===== src/rtl/i_ddr_gearbox.sv =====
// DDR-pair to WIDTH-bit deserializing gearbox with bitslip and optional auto-align (I_DDR_GEARBOX_ALIGN_EN).
// Latency: Q/VALID registered, VALID one cycle after the append that completes a word.
// Backpressure: none; E=0 freezes all datapath state, and every enabled pair is consumed.
module i_ddr_gearbox #(
    parameter int unsigned WIDTH         = 8,
    parameter logic [15:0] ALIGN_PATTERN = 16'h00A5,
    parameter int unsigned LOCK_COUNT    = 4
) (
    input  logic             C,
    input  logic             R,
    input  logic [1:0]       D,
    input  logic             E,
    input  logic             BITSLIP,
    input  logic             ALIGN_START,
    output logic [WIDTH-1:0] Q,
    output logic             VALID,
    output logic             LOCKED
);

    localparam int unsigned CW = $clog2(WIDTH + 2);
    localparam logic [CW-1:0] CNT_W  = CW'(WIDTH);
    localparam logic [CW-1:0] CNT_W1 = CW'(WIDTH + 1);

    // Holding register only needs WIDTH bits: before any append at most WIDTH-1 bits are live.
    logic [WIDTH-1:0] sr_q, sr_d;
    logic [WIDTH:0]   sr_app;
    logic [CW-1:0]    cnt_q, cnt_d, cnt_app;
    logic [WIDTH-1:0] q_q, q_d;
    logic             valid_q, valid_d;
    logic             slip_q, slip_d;
    logic             slip_req;

    // Append the enabled pair (or only D[0] on a pending slip) and peel off a full word.
    always_comb begin
        sr_app  = {1'b0, sr_q};
        cnt_app = cnt_q;
        sr_d    = sr_q;
        cnt_d   = cnt_q;
        q_d     = q_q;
        valid_d = 1'b0;
        if (E) begin
            if (slip_q) begin
                sr_app  = {sr_q, D[0]};
                cnt_app = cnt_q + CW'(1);
            end else begin
                sr_app  = {sr_q[WIDTH-2:0], D};
                cnt_app = cnt_q + CW'(2);
            end
            sr_d  = sr_app[WIDTH-1:0];
            cnt_d = cnt_app;
            if (cnt_app >= CNT_W) begin
                valid_d = 1'b1;
                cnt_d   = cnt_app - CNT_W;
                q_d     = (cnt_app == CNT_W1) ? sr_app[WIDTH:1] : sr_app[WIDTH-1:0];
            end
        end
        // A pending slip is consumed by the next enabled cycle; new requests while pending are dropped.
        slip_d = (slip_q & ~E) | (slip_req & ~slip_q);
    end

    // Datapath registers; reset discards any partial word.
    always_ff @(posedge C or posedge R) begin
        if (R) begin
            sr_q    <= '0;
            cnt_q   <= '0;
            q_q     <= '0;
            valid_q <= 1'b0;
            slip_q  <= 1'b0;
        end else begin
            sr_q    <= sr_d;
            cnt_q   <= cnt_d;
            q_q     <= q_d;
            valid_q <= valid_d;
            slip_q  <= slip_d;
        end
    end

    assign Q     = q_q;
    assign VALID = valid_q;

`ifdef I_DDR_GEARBOX_ALIGN_EN
    typedef enum logic [1:0] {ST_IDLE, ST_HUNT, ST_CHECK, ST_LOCKED} state_t;

    localparam logic [3:0] LOCK_N = 4'(LOCK_COUNT);

    state_t     state_q, state_d;
    logic [3:0] match_q, match_d;
    logic [1:0] settle_q, settle_d;
    logic       int_slip;
    logic       q_match;

    assign q_match = (q_q == ALIGN_PATTERN[WIDTH-1:0]);

    // Auto-align: slip one bit per mismatching word, let two words settle, then require LOCK_N hits.
    always_comb begin
        state_d  = state_q;
        match_d  = match_q;
        settle_d = settle_q;
        int_slip = 1'b0;
        if (ALIGN_START) begin
            state_d  = ST_HUNT;
            match_d  = '0;
            settle_d = '0;
        end else begin
            case (state_q)
                ST_HUNT: begin
                    if (valid_q) begin
                        if (settle_q != 2'd0) begin
                            settle_d = settle_q - 2'd1;
                        end else if (q_match) begin
                            match_d = 4'd1;
                            state_d = (LOCK_N == 4'd1) ? ST_LOCKED : ST_CHECK;
                        end else begin
                            int_slip = 1'b1;
                            settle_d = 2'd2;
                        end
                    end
                end
                ST_CHECK: begin
                    if (valid_q) begin
                        if (q_match) begin
                            match_d = match_q + 4'd1;
                            if (match_q + 4'd1 == LOCK_N) begin
                                state_d = ST_LOCKED;
                            end
                        end else begin
                            match_d = '0;
                            state_d = ST_HUNT;
                        end
                    end
                end
                ST_IDLE, ST_LOCKED: begin
                    state_d = state_q;
                end
                default: state_d = ST_IDLE;
            endcase
        end
    end

    // Align FSM registers.
    always_ff @(posedge C or posedge R) begin
        if (R) begin
            state_q  <= ST_IDLE;
            match_q  <= '0;
            settle_q <= '0;
        end else begin
            state_q  <= state_d;
            match_q  <= match_d;
            settle_q <= settle_d;
        end
    end

    // While hunting/checking the FSM owns the slip request; external BITSLIP only counts otherwise.
    assign slip_req = (state_q == ST_HUNT || state_q == ST_CHECK) ? int_slip : BITSLIP;
    assign LOCKED   = (state_q == ST_LOCKED);
`else
    logic unused_align_start;

    assign unused_align_start = ALIGN_START;
    assign slip_req           = BITSLIP;
    assign LOCKED             = 1'b0;
`endif

endmodule

===== config.mk =====
export PLATFORM = sky130hd
export DESIGN_NAME = i_ddr_gearbox
export DESIGN_NICKNAME = d
export VERILOG_FILES = /design/src/rtl/i_ddr_gearbox.sv
export SDC_FILE = /design/constraint.sdc
export NUM_CORES = 1
export LEC_CHECK = 0
export CORE_MARGIN = 3
export CORE_UTILIZATION = 52
export DETAILED_ROUTE_END_ITERATION = 16
export GPL_ROUTABILITY_DRIVEN = 0
export PLACE_DENSITY = 0.88
export SYNTH_ARGS = -nofsm -noshare
export SYNTH_HDL_FRONTEND = slang
export SYNTH_SLANG_ARGS = --single-unit

===== constraint.sdc =====
create_clock -name C -period 2.85 [get_ports C]
set_input_delay 0.7125 -clock C [delete_from_list [all_inputs] [get_ports C]]
set_output_delay 0.7125 -clock C [all_outputs]
set_load 0.01 [all_outputs]

# After elaboration in Yosys (flattened, before gate mapping)
# Cells that the tools add are included.
# totals
regBits,22
inputBits,7
elab_cells,23
output_inout_bits,10
# op_classes
magnitude_cmp,1
n_bitwise,5
n_reduce_logical,1
muxes,7
n_eq_ne,1
n_addsub,3
# ops
op,n
two-way mux 4 bit,3
two-way mux 9 bit,1
two-way mux 8 bit,1
"adder 4 x 1 -> 4 bit, second input constant",1
"adder 4 x 2 -> 4 bit, second input constant",1
"equality test 4 bit, second input constant",1
"greater-or-equal comparator 4 bit, second input constant",1
"subtractor 4 bit, second input constant",1
AND 1 bit,2
two-way mux 1 bit,2
inverter 1 bit,2
AND reduction 2 bit,1
bitwise OR 1 bit,1

# Depth between registers and ports, before layout
# Gate-level depths: netlist of the first run.
# logic_depth
ltp_word,6
mapped_depth,5
mapped_depth_nobuf,5

# Least setup slack after synthesis of the first run
# OpenSTA, ideal clock, no wires.
# synth_path
kind,flip-flop to flip-flop
startpoint,register cnt_q[0]
endpoint,"register q_q[0], in the netlist Q[0]"
setup_ns,0.125
path_buffers,0
required_ns,2.725
path_stages_with_launch,6
t_arrival_ns,1.959
path_slack_ns,0.767
synth_period_minus_slack_ns,2.083
path_cell_list,dfrtp_1 -> ha_1 -> or3b_4 -> a221oi_4 -> mux2i_1 -> mux2_2
# synth_via
elab_chain_cells,5
word_cells_on_any_way,8
classes_between,add/sub: 2; order compare: 1; eq/ne: 1; mux: 3; reduce/logical: 1
# synth_rtl
element,line,rtl
from (decl),27,"logic [CW-1:0] cnt_q, cnt_d, cnt_app;"
from (signal assigned),71,cnt_q <= cnt_d;
adder 4 x 2 -> 4 bit or adder 4 x 1 -> 4 bit (tied branches),"47, 44",
two-way mux 4 bit *,42,if (slip_q) begin
two-way mux 4 bit *,41,if (E) begin
greater-or-equal comparator 4 bit or equality test 4 bit (tied branches),"51, 54",
AND reduction 2 bit (no source line) or two-way mux 8 bit (tied branches),n/a,
to (signal assigned),72,q_q <= q_d;
to (decl),28,"logic [WIDTH-1:0] q_q, q_d;"
# Mark *: on every way between the ends. The rest lies on a longest branch, timed or not. The select of a mux whose other input is x is not followed.
# A chain may end at the register's enable or synchronous reset.

# Final worst setup path of the first run
# layout_path
startpoint,register cnt_q[0]
endpoint,"register q_q[3], in the netlist Q[3]"
# The elaborated chain is that of the path after synthesis.

==> reports/results.ini, run 1 <==
[grt]
overflow = 0
antenna_found_initial = 0
grt_max_degree = 23
grt_pass1_wl_um = 3510
grt.total_usage_pct = 17.8
first_global_vias = 772

[critical_path]
slowest_stage = a221oi_4
cp_slowest_stage_delay_ps = 550
path_cells = ha_1 -> or3b_4 -> a221oi_4 -> mux2i_1 -> mux2_2
regToRegStartpoint = cnt_q[0]
r2r_end = Q[3]
cp-start-kind = flop
worstPathArrival_ps = 2500
cp-startpoint = cnt_q[0]
r2r_cells = 5
critPathKind = flop to flop
rrSetupSlack_ps = 550
cp_max_fo = 8
end_kind = flop
endpoint = Q[3]
required_ps = 3050

[die]
num_rows = 15
die_h_um = 51.9
dieArea_um2 = 2690
start_util_pct = 58.9
ioPinCount = 17
die_w_um = 51.9
core_region_area_um2 = 1860

[routing]
routedWlPerCell_um = 14.8
vias_per_cell = 5.37
drc_errors = 0
routed_wl_um = 1980
drtIter0Drc = 5
vias = 714
first_pass_iters = 3
ant_nets = 0

[pwr]
p_leak_nw = 0.576
ir_worst_vdd_mv = 0.692
cellPowerDensity_nw_per_um2 = 992

[yosys]
yosys.cell_types.count = 20
ys_ff_latch = 22
synth_edf_count = 0
synthMostInstantiatedCell = dfrtp_1
synth_top_area_share_pct = 50.3
synth_area_leaders = dfrtp_1, mux2i_1, mux2_2, a21oi_1, a221oi_4
synth-main-ff-cell = dfrtp_1
async_flop_share_pct = 100
syn_inst = 92
yosysTopAreaCell = dfrtp_1
syn_area_um2 = 1090
synth_area_per_cell_um2 = 11.9
synth_warnings = 0
synth_commonest_cells = dfrtp_1, mux2i_1, mux2_2
syn-num-nets = 101
ys_seq_area_share_pct = 50.3

[clock_network]
path_clk_slew_ps = 120
cts-resized-gates = 0
clock_sinks = 22
cts_inserted_buffers = 3
cts_setup_buffers = 0
clk-insertion-delay-late_ps = 300
cts_htree_levels = 1
cts-root-buf = clkbuf_4
cts_tree = done
cts_max_path_buffers = 2
cts_hold_buf = 0

[sta]
rsz0062_at_grt = no
fin_tns_setup_ps = 0
fin_crit_sh_pct = 80.7
drv_slew = 0
setup_viol = 0
fmax_mhz = 435
max_slew.worst_pin.slew_ps = 836
finalHoldViolations = 0
finClkSkew_ps = 4.42
min_period_ps = 2300
slew_headroom_pct = 44.2

[worst_hold_path]
min_path_type = flop to flop

[job]
maxCapViolCount = 0

[finish]
design_area_um2 = 1320
ff_latch_area_um2 = 551
nets = 118
instances_no_fill = 133
antenna_cells_inserted = 0
fill_cells = 124
multi_input_area_um2 = 499
drive_above_1_share_pct = 16.7
area_growth_pct = 20.1

[placed_design]
dp_hpwl_um = 1440
placedInstanceArea_um2 = 1260
place_inst = 129
portBuffers = 14

[status]
outcome = complete, no violations

sequential cells by signal, indices dropped and copies added, names as in the netlist:
| signal | cells |
|---|---|
| VALID | 1 |
| Q | 8 |
| sr_q | 8 |
| cnt_q | 4 |
| slip_q | 1 |
cells in the final DEF (no fill, tap or decap), drive strengths merged:
cell type,n
conb,1
mux2,9
xnor2,1
nand2b,1
nand3b,1
ha,2
bufinv,1
buf,3
clkdlybuf4s50,14
or3b,1
dfrtp,22
inv,5
xor2,1
clkbuf,3
mux2i,20
nand2,3
nor2,7
nor2b,2
a21oi,8
o21ai,2
a221oi,1
stage by stage:
| stage | worst slack, ps | hold slack (ps) | power [mW] | util [%] |
|---|---|---|---|---|
| final | 549 | 528 | 1.30 | 70.8 |
| after global routing | 436 | 544 | 1.40 | 70.8 |
| after detailed placement | 522 | 498 | 1.08 | 67.9 |
| after CTS | 531 | 531 | 1.32 | 70.8 |
| after floorplan | 767 | 478 | 0.866 | - |
| after global placement | 585 | 489 | 1.04 | 67.9 |
area by class of cell:
| cell class | instances | share of cell area [%] |
|---|---|---|
| multi-input cells | 60 | 38.0 |
| well taps | 25 | 2.38 |
| clock buffers | 3 | 1.71 |
| repair buffers | 17 | 12.4 |
| flip-flops and latches | 22 | 41.9 |
| inverters | 5 | 1.43 |
| clock inverters | 1 | 2.28 |
worst min-delay path by stage:
stage	startpoint	endpoint	slack (ps)	cells past startpoint
after global placement	Q[6]	Q[6]	490	1
after global routing	Q[5]	Q[5]	540	1
after CTS	Q[2]	Q[2]	530	1
final	Q[1]	Q[1]	530	1
after detailed placement	Q[2]	Q[2]	500	1
after floorplan	cnt_q[3]	cnt_q[3]	480	1
critical path: cells and delay by family (launching register included):
family / cells / cell delay, ps
AO/OA/AOI/OAI: 1 / 550
adder cells (fa/ha/maj): 1 / 350
flip-flops: 1 / 460
multiplexers: 2 / 450
AND/OR/NAND/NOR: 1 / 390
logic make-up after synthesis:
family,after synthesis,share of synthesized area [%]
other,1,0.343
buffers and inverters,10,4.11
DFF,22,50.3
and+or+nand+nor,15,6.86
xor gates and xnor gates,2,1.60
adders and majority gates,2,2.29
muxes,29,27.5
AOI/OAI and AO/OA,11,6.97
routing by layer:
metal  wire, µm  share of wire [%]  global-route usage (%)  vias up
li1           -                  -                       -      349
met1        842                 43                    21.1      348
met2       1050                 53                    31.8       12
met3         55                2.8                    2.29        5
met4         31                1.6                    7.86        0
met5          0                  0                       0        -
where the power goes:
part | internal, mW | switching (mW) | total [mW] | leakage [nW]
logic | 0.315 | 0.253 | 0.568 | 0.296
registers | 0.420 | 0.0798 | 0.500 | 0.252
clock network | 0.142 | 0.0945 | 0.237 | 0.0279
total | 0.877 | 0.428 | 1.30 | 0.576
(Power assumes the default switching activity.)
==> run 2: changes to the inputs <==
Settings changed: CORE_UTILIZATION 52 to 47, PLACE_DENSITY 0.88 to 0.84.
Clock period 2.85 ns to 2 ns, I/O delays scaled along.
==> reports/results.ini, run 2 (synthesized netlist as in run 1, its figures left out) <==
[grt]
first_global_vias = 697
antenna_found_initial = 0
grt_max_degree = 23
grt.total_usage_pct = 15.1
overflow = 0
grt_pass1_wl_um = 3130

[critical_path]
crit_buf_inv = 1
cp-start-kind = flop
required_ps = 2200
cp_max_fo = 8
rrSetupSlack_ps = -20
path_cells = ha_1 -> or3b_4 -> a221oi_4 -> buf_12 -> mux2i_1 -> mux2_4
crit_cells = 6
end_kind = flop
worstPathArrival_ps = 2220
slowest_stage = dfrtp_1
r2r_cells = 6
critPathTopFamily = flip-flops
cp_slowest_stage_delay_ps = 400
critPathKind = flop to flop
r2r_end = Q[1]
regToRegStartpoint = cnt_q[1]

[status]
outcome = complete, but fails checks
violations = negative setup slack

[finish]
design_area_um2 = 1400
drive_above_1_share_pct = 21.7
layout_commonest_cell = dfrtp_1
area_growth_pct = 28.0
fill_cells = 172
antenna_cells_inserted = 0
nets = 125
final_cell_mix = dfrtp_1, mux2i_1, clkdlybuf4s50_1

[worst_hold_path]
min_path_type = primary input to asynchronous set/reset pin

[clock_network]
cts_tree = done
cts_inserted_buffers = 3
cts_hold_buf = 0
clock_sinks = 22
cts_htree_levels = 1
cts_max_path_buffers = 2
clk-insertion-delay-late_ps = 320
path_clk_slew_ps = 130
cts-root-buf = clkbuf_4

[routing]
vias_per_cell = 5.13
first_pass_iters = 6
drc_errors = 0
drtIter0Drc = 4
routedWlPerCell_um = 13.3
ant_nets = 0
routed_wl_um = 1890
vias = 728

[placed_design]
dp_hpwl_um = 1350
placedInstanceArea_um2 = 1320
portBuffers = 14

[sta]
finClkSkew_ps = 17.0
fmax_mhz = 496
min_period_ps = 2020
finalHoldWorstSlack_ps = 488
setup_ws_ps = -15.8
rsz0062_at_grt = yes
fin_crit_sh_pct = 101
finalHoldViolations = 0
drv_slew = 0
setup_viol = 4

[die]
ioPinCount = 17
die_h_um = 54.3
num_rows = 16
dieArea_um2 = 2940
die_w_um = 54.3
start_util_pct = 52.6
core_region_area_um2 = 2080

[pwr]
total_power_mw = 2.02
cellPowerDensity_nw_per_um2 = 1440
p_leak_nw = 0.630
ir_worst_vdd_mv = 0.870

[job]
maxCapViolCount = 0

run 2: cell count changes in the layout (fill, tap and decap cells not counted), sizes merged:
cell | before | now
buf | 3 | 10
run 2: final cells by class:
type / instances / area [µm²] / share of cell area (%)
sequential: 22 / 551 / 39.3
multi-input combinational: 60 / 518 / 37.0
timing repair buffer: 24 / 228 / 16.3
tap: 27 / 33.8 / 2.41
clock inverter: 1 / 30.0 / 2.14
clock buffer: 3 / 22.5 / 1.61
inverter: 5 / 18.8 / 1.34
run 2: layer usage:
layer  track usage (%)  vias up  routed length [µm]
met4              7.47        0                  23
met3              3.27        2                  63
met2              22.5       15                 919
met5                 0        -                   0
met1              20.6      351                 886
li1                  -      360                   -
run 2: where the power goes:
part	switching [mW]	internal, mW
sequential	0.0915	0.598
combinational	0.407	0.585
clock	0.139	0.203
run 2: worst max path at each step:
| stage | from | end |
|---|---|---|
| CTS | cnt_q[1] | Q[1] |
| detailed placement | cnt_q[1] | Q[4] |
| floorplan | cnt_q[1] | Q[0] |
| global route | cnt_q[1] | Q[7] |
| finish | cnt_q[1] | Q[1] |
| global placement | cnt_q[1] | Q[4] |
run 2: what timing repair did:
action / in CTS / in global routing
setup buffers: 2 / 0
setup endpoints to repair: 8 / 8
resized for setup: 2 / 3
run 2: worst register-to-register path, delay by kind of cell (launching register included):
kind | cells | cell delay, ps
adders and majority gates | 1 | 310
AOI/OAI and AO/OA | 1 | 280
and+or+nand+nor | 1 | 390
muxes | 2 | 340
DFF | 1 | 400
buffers and inverters | 1 | 170
run 2: per-stage QoR:
stage / setup WS, ps / TNS [ps] / cells / utilization, %
after detailed placement: -4.71 / -11.5 / 136 / 63.2
after global placement: 42.0 / 0 / 136 / 63.2
final: -15.8 / -46.4 / 142 / 67.3
after CTS: -15.5 / -47.7 / 142 / 66.8
after global routing: -82.5 / -537 / 142 / 67.3
after floorplan: -53.2 / -425 / 92 / -
==> run 3: changes to the inputs <==
Settings changed: CORE_UTILIZATION 47 to 52, PLACE_DENSITY 0.84 to 0.88.
Clock period 2 ns to 2.2 ns, I/O delays scaled along.
==> reports/results.ini, run 3 (synthesized netlist as in run 1, its figures left out) <==
[sta]
finalHoldWorstSlack_ps = 523
setup_ws_ps = 137
fin_crit_sh_pct = 93.8
fmax_mhz = 485
drv_slew = 0
setup_viol = 0
finClkSkew_ps = 10.5
finalHoldViolations = 0
min_period_ps = 2060
fin_tns_setup_ps = 0
rsz0062_at_grt = no

[routing]
drc_errors = 0
routed_wl_um = 1870
drtIter0Drc = 12
vias_per_cell = 5.26
routedWlPerCell_um = 13.7
vias = 720
first_pass_iters = 4
ant_nets = 0

[critical_path]
cp-startpoint = cnt_q[1]
cp_max_fo = 8
rrSetupSlack_ps = 140
required_ps = 2390
end_kind = flop
critPathKind = flop to flop
regToRegStartpoint = cnt_q[1]
worstPathArrival_ps = 2260
cp-start-kind = flop

[clock_network]
cts-resized-gates = 0
cts_hold_buf = 0
cts_htree_levels = 1
cts_setup_buffers = 0
cts_max_path_buffers = 2
cts_tree = done
clk-insertion-delay-late_ps = 300
path_clk_slew_ps = 130
cts-root-buf = clkbuf_4
clock_sinks = 22
cts_inserted_buffers = 3

[pwr]
power.switching_mw = 0.557
p_leak_nw = 0.599
clkPwrFrac_pct = 17.5
total_power_mw = 1.74
seq_power_share_pct = 36.4
ir_worst_vdd_mv = 0.824
internal_power_mw = 1.19
power.share.combinational_pct = 46.1
sw_frac_of_total_pct = 32.0
cellPowerDensity_nw_per_um2 = 1280

[finish]
area_growth_pct = 24.0
antenna_cells_inserted = 0
ff_latch_area_um2 = 551
design_area_um2 = 1360
drive_above_1_share_pct = 19.6
final_util_pct = 73.1
multi_input_area_um2 = 499
fill_cells = 126
layout_commonest_cell = dfrtp_1
final_cell_mix = dfrtp_1, mux2i_1, clkdlybuf4s50_1
instances_no_fill = 137
nets = 122

[placed_design]
place_ws_ps = 131
portBuffers = 14
placedInstanceArea_um2 = 1310
dp_hpwl_um = 1400
place_inst = 133

[worst_hold_path]
min_path_type = flop to flop
min_from = Q[7]

[status]
outcome = complete, no violations

[grt]
grt_pass1_wl_um = 3470
grt_max_degree = 23
first_global_vias = 781
overflow = 0
antenna_found_initial = 0
grt.total_usage_pct = 17.6

[job]
maxCapViolCount = 0

[die]
start_util_pct = 58.9
num_rows = 15
core_region_area_um2 = 1860
die_h_um = 51.9
dieArea_um2 = 2690
die_w_um = 51.9
ioPinCount = 17

## run 3: cell count changes in the layout (fill, tap and decap cells not counted)
cell    change
buf_4       -3
mux2_2      +5
mux2_4      -5
## run 3: worst paths after layout
path / cells past startpoint / endpoint
max reg2reg: 6 / Q[0]
min reg2reg: 1 / Q[7]
min in group asynchronous: 3 / VALID
max in group asynchronous: 3 / cnt_q[3]
min: 1 / Q[7]
max: 6 / Q[0]
## run 3: cell type report
| cell class | instances | area share (%) |
|---|---|---|
| Sequential cell | 22 | 40.6 |
| Tap cell | 25 | 2.30 |
| Inverter | 5 | 1.38 |
| Timing Repair Buffer | 21 | 15.1 |
| Clock buffer | 3 | 1.66 |
| Multi-Input combinational cell | 60 | 36.8 |
| Clock inverter | 1 | 2.21 |
## run 3: critical path, cell delays in order, from the launching register on
cell and delay, ps:
dfrtp_1 430, ha_1 320, or3b_4 390, a221oi_4 300, buf_12 180, mux2i_1 70
mux2_2 270
## run 3: routing by layer
metal,share of wire (%),vias to the layer above,GRT usage (%)
met4,1.6,0,9.17
met5,0,-,0
met1,43,350,20.7
met3,2.6,2,3.15
met2,53,11,30.3
li1,-,357,-
## run 3: power groups by stage
stage / clock network [mW] / logic [mW] / registers (mW)
after floorplan: 0 / 0.453 / 0.668
after global placement: 0 / 0.781 / 0.634
after detailed placement: 0 / 0.812 / 0.643
after CTS: 0.312 / 0.815 / 0.636
after global routing: 0.327 / 0.881 / 0.656
final: 0.305 / 0.802 / 0.634
